[src/rtl/display_mux_scheduler.sv]
// rtl/display_mux_scheduler.sv - time-multiplexed hex digit scheduler with dead-time blanking
// and a frame-synchronous double-buffered digit load.
module display_mux_scheduler #(
  parameter int NUM_DIGITS   = 2,
  parameter int ON_CYCLES    = 2400,
  parameter int BLANK_CYCLES = 48
) (
  input  logic                    clk,
  input  logic                    reset,
  input  logic [4*NUM_DIGITS-1:0] digits_in,
  input  logic                    load_valid,
  output logic                    load_ready,
  input  logic [NUM_DIGITS-1:0]   digit_en,
  output logic [3:0]              cur_digit,
  output logic [NUM_DIGITS-1:0]   anode_n,
  output logic                    frame_done
);

  localparam int MAX_CYC = (ON_CYCLES > BLANK_CYCLES) ? ON_CYCLES : BLANK_CYCLES;
  localparam int CNT_W   = (MAX_CYC > 1) ? $clog2(MAX_CYC) : 1;
  localparam int IDX_W   = $clog2(NUM_DIGITS);

  localparam logic [CNT_W-1:0] ON_LAST    = CNT_W'(ON_CYCLES - 1);
  localparam logic [CNT_W-1:0] BLANK_LAST = CNT_W'(BLANK_CYCLES - 1);
  localparam logic [IDX_W-1:0] IDX_LAST   = IDX_W'(NUM_DIGITS - 1);

  typedef enum logic {S_BLANK, S_ON} state_t;

  state_t                  state_q, state_d;
  logic [CNT_W-1:0]        cnt_q, cnt_d;
  logic [IDX_W-1:0]        idx_q, idx_d;
  logic [IDX_W-1:0]        idx_nxt;
  logic [3:0]              cur_q, cur_d;
  logic [4*NUM_DIGITS-1:0] shadow_q, shadow_d;
  logic [4*NUM_DIGITS-1:0] active_q, active_d;
  logic [4*NUM_DIGITS-1:0] sel_shift;
  logic                    pending_q, pending_d;

  always_ff @(posedge clk or posedge reset) begin
    if (reset) begin
      state_q   <= S_BLANK;
      cnt_q     <= '0;
      idx_q     <= '0;
      cur_q     <= '0;
      shadow_q  <= '0;
      active_q  <= '0;
      pending_q <= 1'b0;
    end else begin
      state_q   <= state_d;
      cnt_q     <= cnt_d;
      idx_q     <= idx_d;
      cur_q     <= cur_d;
      shadow_q  <= shadow_d;
      active_q  <= active_d;
      pending_q <= pending_d;
    end
  end

  always_comb begin
    state_d    = state_q;
    cnt_d      = cnt_q + 1'b1;
    idx_d      = idx_q;
    cur_d      = cur_q;
    shadow_d   = shadow_q;
    active_d   = active_q;
    pending_d  = pending_q;
    anode_n    = '1;
    frame_done = 1'b0;
    idx_nxt    = (idx_q == IDX_LAST) ? '0 : idx_q + 1'b1;
    sel_shift  = '0;

    // Shadow only accepts while nothing is waiting; commit and accept never coincide.
    if (load_valid && !pending_q) begin
      shadow_d  = digits_in;
      pending_d = 1'b1;
    end

    case (state_q)
      S_BLANK: begin
        if (cnt_q == BLANK_LAST) begin
          state_d = S_ON;
          cnt_d   = '0;
        end
      end
      S_ON: begin
        anode_n[idx_q] = ~digit_en[idx_q];
        if (cnt_q == ON_LAST) begin
          state_d = S_BLANK;
          cnt_d   = '0;
          idx_d   = idx_nxt;
          if (idx_q == IDX_LAST) begin
            frame_done = 1'b1;
            if (pending_q) begin
              active_d  = shadow_q;
              pending_d = 1'b0;
            end
          end
          // Latch the next slot's value so it holds through its whole BLANK+ON window.
          sel_shift = active_d >> {idx_nxt, 2'b00};
          cur_d     = sel_shift[3:0];
        end
      end
      default: state_d = S_BLANK;
    endcase
  end

  assign cur_digit  = cur_q;
  assign load_ready = ~pending_q;

endmodule

[config.mk]
export PLATFORM = sky130hd
export DESIGN_NAME = display_mux_scheduler
export DESIGN_NICKNAME = d
export VERILOG_FILES = /design/src/rtl/display_mux_scheduler.sv
export SDC_FILE = /design/constraint.sdc
export NUM_CORES = 1
export LEC_CHECK = 0
export ABC_CLOCK_PERIOD_IN_PS = 5700
export CAP_MARGIN = 25
export CORE_ASPECT_RATIO = 0.5
export CORE_MARGIN = 4
export CORE_UTILIZATION = 46
export CTS_BUF_LIST = sky130_fd_sc_hd__clkbuf_8
export DETAILED_ROUTE_END_ITERATION = 7
export HOLD_SLACK_MARGIN = 0.12
export PLACE_DENSITY = 0.8
export SYNTH_ARGS = -nofsm -noshare
export SYNTH_HDL_FRONTEND = slang
export SYNTH_SLANG_ARGS = --single-unit
[constraint.sdc]
create_clock -name clk -period 5.7 [get_ports clk]
set_clock_uncertainty 0.15 [all_clocks]
set_input_delay 1.14 -clock clk [delete_from_list [all_inputs] [get_ports clk]]
set_output_delay 1.14 -clock clk [all_outputs]
set_load 0.1 [all_outputs]
==> summary.md <==
| Metric | Value |
|---|---|
| Run status | complete, no violations |
| Gate Count Post-Synth | between 100 and 150 |
| Final antenna diode count | 0 |
| Post-Synthesis Mean Instance Area | 11.5 sq um |
| Largest cells by area after synthesis | sky130_fd_sc_hd__dfrtp_1 (57%), sky130_fd_sc_hd__mux2_2 (11%), sky130_fd_sc_hd__nand2_1 (3.4%) |
| CTS tree | done |
| Final Slew Violations | 0 |
| Nets | 170 |
| Worst endpoint required time | 4410 ps |
| Hold Slack | about 330 ps |
| Worst setup path startpoint | digit_en[0] |
| Count of instances resized after the clock tree is built | 0 |
| Aggregate routed wire length | approximately 2.7 mm |
| Share of layout cells above drive strength 1 | 0.166 |
| Most common cell after layout, fill and taps aside | sky130_fd_sc_hd__dfrtp_1 |
| Number of input and output port buffers inserted | 20 |
| Cells on Worst Hold Path | 2 |
| Total Die Area | 0.00441 sq mm |
| Setup tns final | 0 ps |
| Core outline area | 0.00310 sq mm |
| Clock period minus final worst setup slack | about 4100 ps |
| Deepest clock path buffer count | 2 |
| Final setup violation count | 0 |
| Critical path capture point type | primary output |
| Num Clock Sinks | 35 |
| Count of buffers added by post-CTS timing repair for setup | 0 |
| Tightest Hold Check Type | flop to flop |
| Worst Tran Pin Value | 970 ps |
| Buffers plus inverters on the worst setup path | 2 |
| Net Switching | 0.000103 W |
| Cell with the biggest individual delay on the critical path | sky130_fd_sc_hd__clkdlybuf4s50_1 |
| Kind of launch point of the worst setup path | primary input |
| Max FO, Critical Path | 1 |
| Drt first pass iters | 4 |
| Worst hold start | cur_digit[0] |
| Cell class contributing the biggest share of worst-path delay | buffers and inverters |
| Count of distinct cell types in the synthesized netlist | 27 |
| Relative slew slack | 0.351 |
| Number of cells on the worst reg-to-reg path | 5 |
| Number of warnings issued by yosys | 0 |
| Commonest cells after routing, fill and taps aside | sky130_fd_sc_hd__dfrtp_1 (35), sky130_fd_sc_hd__clkdlybuf4s50_1 (20), sky130_fd_sc_hd__mux2_2 (15) |
| Yosys top cell by area | sky130_fd_sc_hd__dfrtp_1 |
| GRT Residual Overflow | 0 |
| Setup repair after global routing missed its margin | no |
| Crit path arrival time | around 2900 ps |
| Residual antenna-violating net count after detailed routing | 0 |
| Period Utilization, post-route | 0.727 |
| Clk Latency, worst-skew pair | 290 ps |
| Net count of the mapped netlist | 148 |
| Post-detailed-route via-to-cell ratio | 5.22 |
| Largest vdd supply drop | 0.114 mV |
| Fraction of power spent switching nets | 0.201 |
| Remaining routing DRC violations | 0 |
| Mapped cell area | 0.00155 sq mm |
| Final count of hold timing violations | 0 |
| Endpoint of the worst-slack reg-to-reg timing path | active_q[7] |
| Clock power share | 0.445 |
| Critical path, cell by cell | clkdlybuf4s50_1 > nand3b_1 > clkdlybuf4s50_1 |
| Post-CTS clock slew at the launch and capture registers of the worst setup and hold paths | 60 ps |
| Maximum frequency from static timing analysis | 241 MHz |
| Post-synthesis sequential element count | 35 |
| Endpoint, Worst Hold | cur_digit[0] |
| Prevailing post-synth register cell | sky130_fd_sc_hd__dfrtp_1 |
| Setup CP Type | primary input to primary output |
| Die X-Extent | 90 microns |
| All-Layer GR Usage | 0.137 |
| Root Buffer | sky130_fd_sc_hd__clkbuf_8 |
| Number of maximum-capacitance violations | 0 |
| Cell with the most instances on the worst path | sky130_fd_sc_hd__clkdlybuf4s50_1 |
| Filler Cell Count | 244 |
| Worst reg-to-reg setup slack | 3570 ps |
| PwrDens | 271 mW/mm^2 |
| RR Startpoint | cnt_q[0] |
| Row Count | 14 |
| Count of hold-fix buffers inserted at cts | 0 |
| Wire per inst | 13.5 microns |
| Top-Level Pins | 21 |
| EDFF count, synth | 0 |
| Level count of the clock H-tree | 2 |
| Area share of the leading cell type in the synthesized netlist | 0.566 |
| Final Total Pwr | slightly above 0.0005 W |
| Placer congestion estimate | 0.826 |
| Antenna violations before repair | 0 |
| Number of global-route vias before repair | 1022 |
| Total internal power | between 0.0004 and 0.0005 W |
| Leakage power figure | 0.850 nW |
| Combinational power share | 0.050 |
| First-pass GRT wire length | between 4 and 5 mm |
| Initial drt markers | 56 |
| Power share of the sequential group | 0.504 |
| Post-DP HPWL | 1.87 mm |
| Area delta synth->final | 22.6% |
| Vert. Die Dim | 49 microns |
| Share of synthesized registers carrying an async set or reset | 1.00 |
| Maximum number of pins on one net before global-route repair | 36 |
| Effective utilization at floorplan | 0.499 |
| TritonCTS buffer count | 5 |
| Sequential element share of the synthesized area | 0.566 |
| Slowest cell delay on critical path | 1140 ps |
| Number of vias in the routed layout | 1029 |
[Yosys cell counts (all sizes together) (2+ instances only)]
library cell	instances
nand3	8
nand2	14
mux2	16
nor2	13
nand4	3
clkbuf	3
dfrtp	35
and4	2
xnor2	6
inv	2
xor2	5
o21ai	8
mux2i	4
nor3	2
buf	3
nor2b	2
[state kept, by name, summed over array words and instances, names as in the netlist]
signal,count
cnt_q,12
active_q,8
shadow_q,8
cur_digit,4
idx_q,1
pending_q,1
state_q,1
[power by group through the flow]
stage                     Clock, W  Sequential (W)  Combinational [W]
after global placement           0        0.000263          0.0000252
after detailed placement         0        0.000264          0.0000264
after global routing      0.000244        0.000260          0.0000287
after floorplan                  0        0.000262          0.0000142
final                     0.000229        0.000259          0.0000258
after CTS                 0.000233        0.000259          0.0000265
[layout make-up]
cell class	count	area (sq um)	area share
inverters	2	7.51	0.00396
well taps	40	50.0	0.0264
clock inverters	2	35.0	0.0185
multi-input cells	91	637	0.336
flip-flops and latches	35	876	0.462
repair buffers	21	208	0.110
clock buffers	6	82.6	0.0436
[per-stage QoR]
step                setup WS (ps)  utilization  area, sq um  cells
floorplan                    2160            -         1550    134
detailed placement           1600        0.573         1780    189
global placement             1660        0.573         1780    189
finish                       1560        0.611         1900    197
CTS                          1560        0.611         1900    197
global route                 1560        0.611         1900    197
[worst min-delay path: stages (launching register included)]
cell and delay (ps):
sky130_fd_sc_hd__dfrtp_1 340, sky130_fd_sc_hd__nand2_1 40, sky130_fd_sc_hd__o21ai_0 60
[cell families (layout without fill, tap and decap cells)]
group	Yosys count	after routing	synth area share
xor gates and xnor gates	11	11	0.0623
adders and majority gates	1	1	0.00809
DFF	35	35	0.566
AOI/OAI and AO/OA	10	10	0.0340
muxes	20	20	0.142
buffers and inverters	8	31	0.0218
and+or+nand+nor	49	49	0.165
[how the worst max path moves through the flow]
stage,end,cells after the start
CTS,anode_n[0],3
finish,anode_n[0],3
global route,anode_n[0],3
detailed placement,anode_n[0],3
global placement,anode_n[0],3
floorplan,frame_done,5
[layer usage]
metal  up-vias  part of all wire  GRT usage
met4         0             0.030     0.0914
met1       499              0.42      0.157
met3         9             0.036     0.0385
met5         -                 0          0
met2        18              0.51      0.229
li1        503                 -          -
(Power assumes the default switching activity.)
==> variant 1, RTL diff (same settings) <==
Register the output `anode_n`, cleared by the reset; this adds one clock of latency there. The other outputs are not delayed to match.
--- a/src/rtl/display_mux_scheduler.sv
+++ b/src/rtl/display_mux_scheduler.sv
@@ -27,2 +27,4 @@
   typedef enum logic {S_BLANK, S_ON} state_t;
+
+  logic [NUM_DIGITS-1:0] anode_n_d;
 
@@ -66,3 +68,3 @@
     pending_d  = pending_q;
-    anode_n    = '1;
+    anode_n_d  = '1;
     frame_done = 1'b0;
@@ -85,3 +87,3 @@
       S_ON: begin
-        anode_n[idx_q] = ~digit_en[idx_q];
+        anode_n_d[idx_q] = ~digit_en[idx_q];
         if (cnt_q == ON_LAST) begin
@@ -109,2 +111,10 @@
 
+  always_ff @(posedge clk or posedge reset) begin
+    if (reset) begin
+      anode_n <= '0;
+    end else begin
+      anode_n <= anode_n_d;
+    end
+  end
+
 endmodule
Function: changed (a bounded check fails within 4 cycles, from zero or initial values and one cycle with reset high).
==> variant 1 against the unedited design <==
  * Area after synthesis up 3.2%
  * Fmax rose by 5.4%
  * Sequential cell count is 2 higher
  * Total power increased by 2.8%
  * Setup slack better by 0.21 ns
  * Clock power about the same
  * Utilization rose by 0.49 points
  * Cell area increased by 2.5%
  * Die area rose by 2.8%
  * Via count rose by 1.8%
  * Wire length increased by 5.4%
  * Critical path type is now reg -> out
==> variant 1: results (changes against the unedited design) <==
Worst path max stage delay: 1.14 ns (about the same)
Worst-Skew Late Latency: 0.29 ns (about the same)
Outcome: finished, final reports clean
Synth top cells by count: dfrtp_1, mux2_2, nand2_1
Total Wirelength: 2.81 mm (+5.4%)
Hold path cells: 2 (unchanged)
Vias in the first global route: 1135 (+11%)
Top cells by area, synth: dfrtp_1, mux2_2, nand2_1, xnor2_1, nor2_1
Post-CTS Setup Bufs: 0 (unchanged)
Nets: 172 (+1.2%)
GRT Total Usage: 14.5% (+0.73 points)
Port bufs: 20 (unchanged)
Total clock buffers created by CTS: 5 (unchanged)
Largest registers: cnt_q x12, active_q x8, shadow_q x8
Syn nets: 150 (+1.4%)
Avg Cell Area, Syn: 11.7 um^2 (+1.7%)
DR vias/cell: 5.27 (+0.82%)
HPWL Detailed: 1.90 mm (+1.8%)
Setup crit start kind: flip-flop
Clock Pin Slew Worst Setup and Hold Paths: 0.08 ns (+0.02 ns)
Crit-path max FO: 5 (+4)
Worst Hold End: cur_digit[1]$_DFFE_PP0P_
Worst reg2reg path endpoint: active_q[5]$_DFFE_PP0P_
WHS: 0.345 ns (+0.0144 ns)
First-pass GRT wire length: 5.12 mm (+9.3%)
Reg2Reg Launch Point: cnt_q[0]$_DFF_PP0_
Setup crit end: frame_done
Worst IR Drop VDD: 0.158 mV (+38%)
Largest net degree at the start of global routing: 38 (+5.6%)
Pwr dens: 272 mW/mm^2 (+0.25%)
Sequential area share after synthesis: 58.0% (+1.4 points)
# fillers: 249 (+2.0%)
Placed cells: 191 (+1.1%)
Worst Hold Launch: cur_digit[1]$_DFFE_PP0P_
Worst slack at placement: 2.10 ns (+0.493 ns)
Placed instance area: 0.00183 mm^2 (+2.8%)
Leakage: 0.863 nW (+1.6%)
Ratio of cells with drive above 1 in the final layout: 16.4% (-0.21 points)
Critical path data arrival time: 2.64 ns (-0.21 ns)
Layout Cells excl Fill: 199 (+1.0%)
First-pass iteration count of the detailed router: 4 (unchanged)
FF-to-FF setup slack: 3.55 ns (-0.02 ns)
Fin crit period: 3.93 ns (-0.212 ns)
Post-synth top area cell: dfrtp_1
FF-to-FF path depth: 5 (unchanged)
Max clock buf depth: 2 (unchanged)
Initial antenna violation count: 0 (unchanged)
Max stage delay cell, worst path: clkdlybuf4s50_1
Drt initial violations: 27 (-52%)
Final Hold Vio Count: 0 (unchanged)
Measured slew at the worst slew-check pin: 0.972 ns (+0.00159 ns)
RePlAce Congestion: 0.831 (+0.63%)
-- variant 1: cell count changes in the layout (fill, tap and decap cells not counted), sizes merged --
| cell | unedited run | this run |
|---|---|---|
| clkinvlp | 0 | 1 |
| clkbuf | 6 | 5 |
| dfrtp | 35 | 37 |
-- variant 1: per-layer routing --
layer / vias up / GRT usage (%) / wire [um]
met5: - / 0 / 0
met2: 11 / 25.0 / 1400
li1: 505 / - / -
met3: 6 / 4.56 / 84
met1: 526 / 16.3 / 1270
met4: 0 / 7.50 / 55
-- variant 1: cells by family (layout without fill, tap and decap cells) --
group                      after synthesis  after routing  synth area share (%)
muxes                                   20             20                  13.8
and+or+nand+nor                         49             49                  16.0
buffers and inverters                    8             31                  2.12
xor gates and xnor gates                11             11                  6.03
DFF                                     37             37                  58.0
adders and majority gates                1              1                 0.784
AOI/OAI and AO/OA                       10             10                  3.29
-- variant 1: area by class of cell --
cell class                 instances  share of cell area [%]
inverter                           2                   0.386
tap                               40                    2.58
sequential                        37                    47.6
multi-input combinational         91                    32.8
timing repair buffer              21                    10.7
clock inverter                     3                    2.38
clock buffer                       5                    3.54
-- variant 1: critical path, delay by kind of cell, from the launching register on --
| kind | cells | cell delay, ns |
|---|---|---|
| adder cells (fa/ha/maj) | 1 | 0.22 |
| buffers and inverters | 1 | 1.14 |
| flip-flops | 1 | 0.40 |
| AND/OR/NAND/NOR | 3 | 0.60 |
-- variant 1: where the power goes --
part	internal [mW]	switching (mW)
clock	0.131	0.0984
sequential	0.269	0.00390
combinational	0.0142	0.0112
==> variant 2, RTL diff (same flow settings) <==
Without the edit above. The parameter `BLANK_CYCLES` goes from 48 to 24.
--- a/src/rtl/display_mux_scheduler.sv
+++ b/src/rtl/display_mux_scheduler.sv
@@ -5,3 +5,3 @@
   parameter int ON_CYCLES    = 2400,
-  parameter int BLANK_CYCLES = 48
+  parameter int BLANK_CYCLES = 24
 ) (
Check against the original RTL: same outputs for any inputs over 10 cycles, from zero or initial values and one cycle with reset high; that may be too few to reach the edited logic, so the function may still have changed.
==> variant 2 against the unedited design <==
  * Clock power shrank 15%
  * Wire length is 3.0% higher
  * Non-clock buffer count unchanged
  * Cell area up 0.92%
  * Sequential cell count unchanged
  * Hold slack gained 0.0066 ns
  * Largest cell class unchanged
  * Area after synthesis up 1.8%
  * Die area up 1.6%
  * Total power is 6.5% lower
  * Critical endpoint is now frame_done
  * Largest power group unchanged
  * Setup slack worse by 0.42 ns
  * Global-route usage up 0.27 points
==> variant 2: results (changes against the unedited design) <==
Outcome: finished, final reports clean
Post-synth top flop: dfrtp_1
Rel. slew slack: 34.4% (-0.74 points)
Post-CTS Setup Bufs: 0 (unchanged)
Met3 wire len: 125 um (+32%)
RePlAce Congestion: 0.861 (+4.3%)
GRT Total Usage: 14.0% (+0.27 points)
Initial antenna violation count: 0 (unchanged)
Crit path max-delay family: simple AND/OR/NAND/NOR gates
Top cells by area, synth: dfrtp_1, mux2_2, xnor2_1, mux2_4, nor2_1
Total clock buffers created by CTS: 5 (unchanged)
Syn nets: 144 (-2.7%)
Setup crit start kind: flip-flop
Largest net degree at the start of global routing: 36 (unchanged)
Reg2Reg Launch Point: cnt_q[5]$_DFF_PP0_
Metal2 WL: 1.30 mm (-5.0%)
Clk Tree Root Cell: clkbuf_8
Largest registers: cnt_q x12, active_q x8, shadow_q x8
H-tree Lvls: 2 (unchanged)
Max stage delay cell, worst path: clkdlybuf4s50_1
YS warnings: 0 (unchanged)
Worst IR Drop VDD: 0.122 mV (+6.7%)
Leakage: 0.905 nW (+6.5%)
Vias in the first global route: 1062 (+3.9%)
Nets: 168 (-1.2%)
First-pass iteration count of the detailed router: 4 (unchanged)
Critical path data arrival time: 3.27 ns (+0.42 ns)
Max clock buf depth: 2 (unchanged)
Total Wirelength: 2.75 mm (+3.0%)
Hold/Removal Path Class: reg -> reg
First-pass GRT wire length: 4.87 mm (+4.0%)
Ratio of cells with drive above 1 in the final layout: 19.4% (+2.8 points)
Worst path max stage delay: 1.14 ns (about the same)
Top Layer Used: met4
HPWL Detailed: 1.95 mm (+4.3%)
Worst-Skew Late Latency: 0.28 ns
Worst Hold Launch: cnt_q[0]$_DFF_PP0_
Clock Pin Slew Worst Setup and Hold Paths: 0.07 ns
Ant. Diodes: 0 (unchanged)
Combinational power: 0.0262 mW (+2%)
Crit-path max FO: 6 (+5)
Port bufs: 20 (unchanged)
Fraction of registers with async set/reset: 100% (unchanged)
Resize count post-CTS: 0 (unchanged)
Worst slack at placement: 1.45 ns (-0.151 ns)
Sequential area share after synthesis: 55.6% (-0.99 points)
Yosys cell types: 28 (+3.7%)
Drt initial violations: 14 (-75%)
Clock power frac: 40.4% (-4.1 points)
DR vias/cell: 5.14 (-1.5%)
Synth top cells by count: dfrtp_1, mux2_2, nor2_1
# fillers: 245 (+0.41%)
WL met1: 1.27 mm (+13%)
Switch Pwr: 0.101 mW (-1.6%)
-- variant 2: cell types whose count changed after synthesis, sizes merged, moves of 2 or more --
cell	delta
or4b	+2
mux2	+4
inv	+5
nor2	+3
and4	-2
nand2	-14
o21ai	-7
and3	+2
a21oi	+4
-- variant 2: final timing paths --
check	to	slack, ns	cells past startpoint
worst max-delay path	frame_done	1.14	4
max in group asynchronous	cur_digit[3]$_DFFE_PP0P_	3.98	3
worst min-delay path	cnt_q[0]$_DFF_PP0_	0.34	1
worst min register to register	cnt_q[0]$_DFF_PP0_	0.34	1
min in group asynchronous	cnt_q[5]$_DFF_PP0_	1.10	3
worst max register to register	active_q[7]$_DFFE_PP0P_	3.35	4
-- variant 2: cells by family after synthesis --
logic type	count (synthesis)	share of synthesized area (%)
AOI/OAI and AO/OA	7	2.38
xor gates and xnor gates	11	6.12
adders and majority gates	1	0.795
buffers and inverters	11	2.86
DFF	35	55.6
muxes	24	17.8
and+or+nand+nor	41	14.4
-- variant 2: layout make-up --
class,count,area [um^2],share of cell area (%)
Tap cell,40,50.0,2.62
Sequential cell,35,876,45.8
Timing Repair Buffer,21,208,10.9
Clock buffer,7,96.3,5.04
Clock inverter,1,3.75,0.196
Inverter,7,26.3,1.37
Multi-Input combinational cell,84,653,34.1
-- variant 2: routing by layer --
layer | GRT usage (%) | up-vias
met5 | 0 | -
met4 | 6.85 | 0
met3 | 5.24 | 5
met2 | 23.8 | 16
met1 | 15.6 | 488
li1 | - | 494
-- variant 2: stage by stage --
stage               power [mW]  instances  util, %  area [um^2]  hold slack, ns
finish                   0.480        195     61.0         1910           0.337
global route             0.500        195     61.0         1910           0.362
CTS                      0.485        195     61.0         1910           0.341
detailed placement       0.292        187     57.8         1810           0.332
global placement         0.291        187     57.8         1810           0.318
floorplan                0.278        130        -         1570           0.305
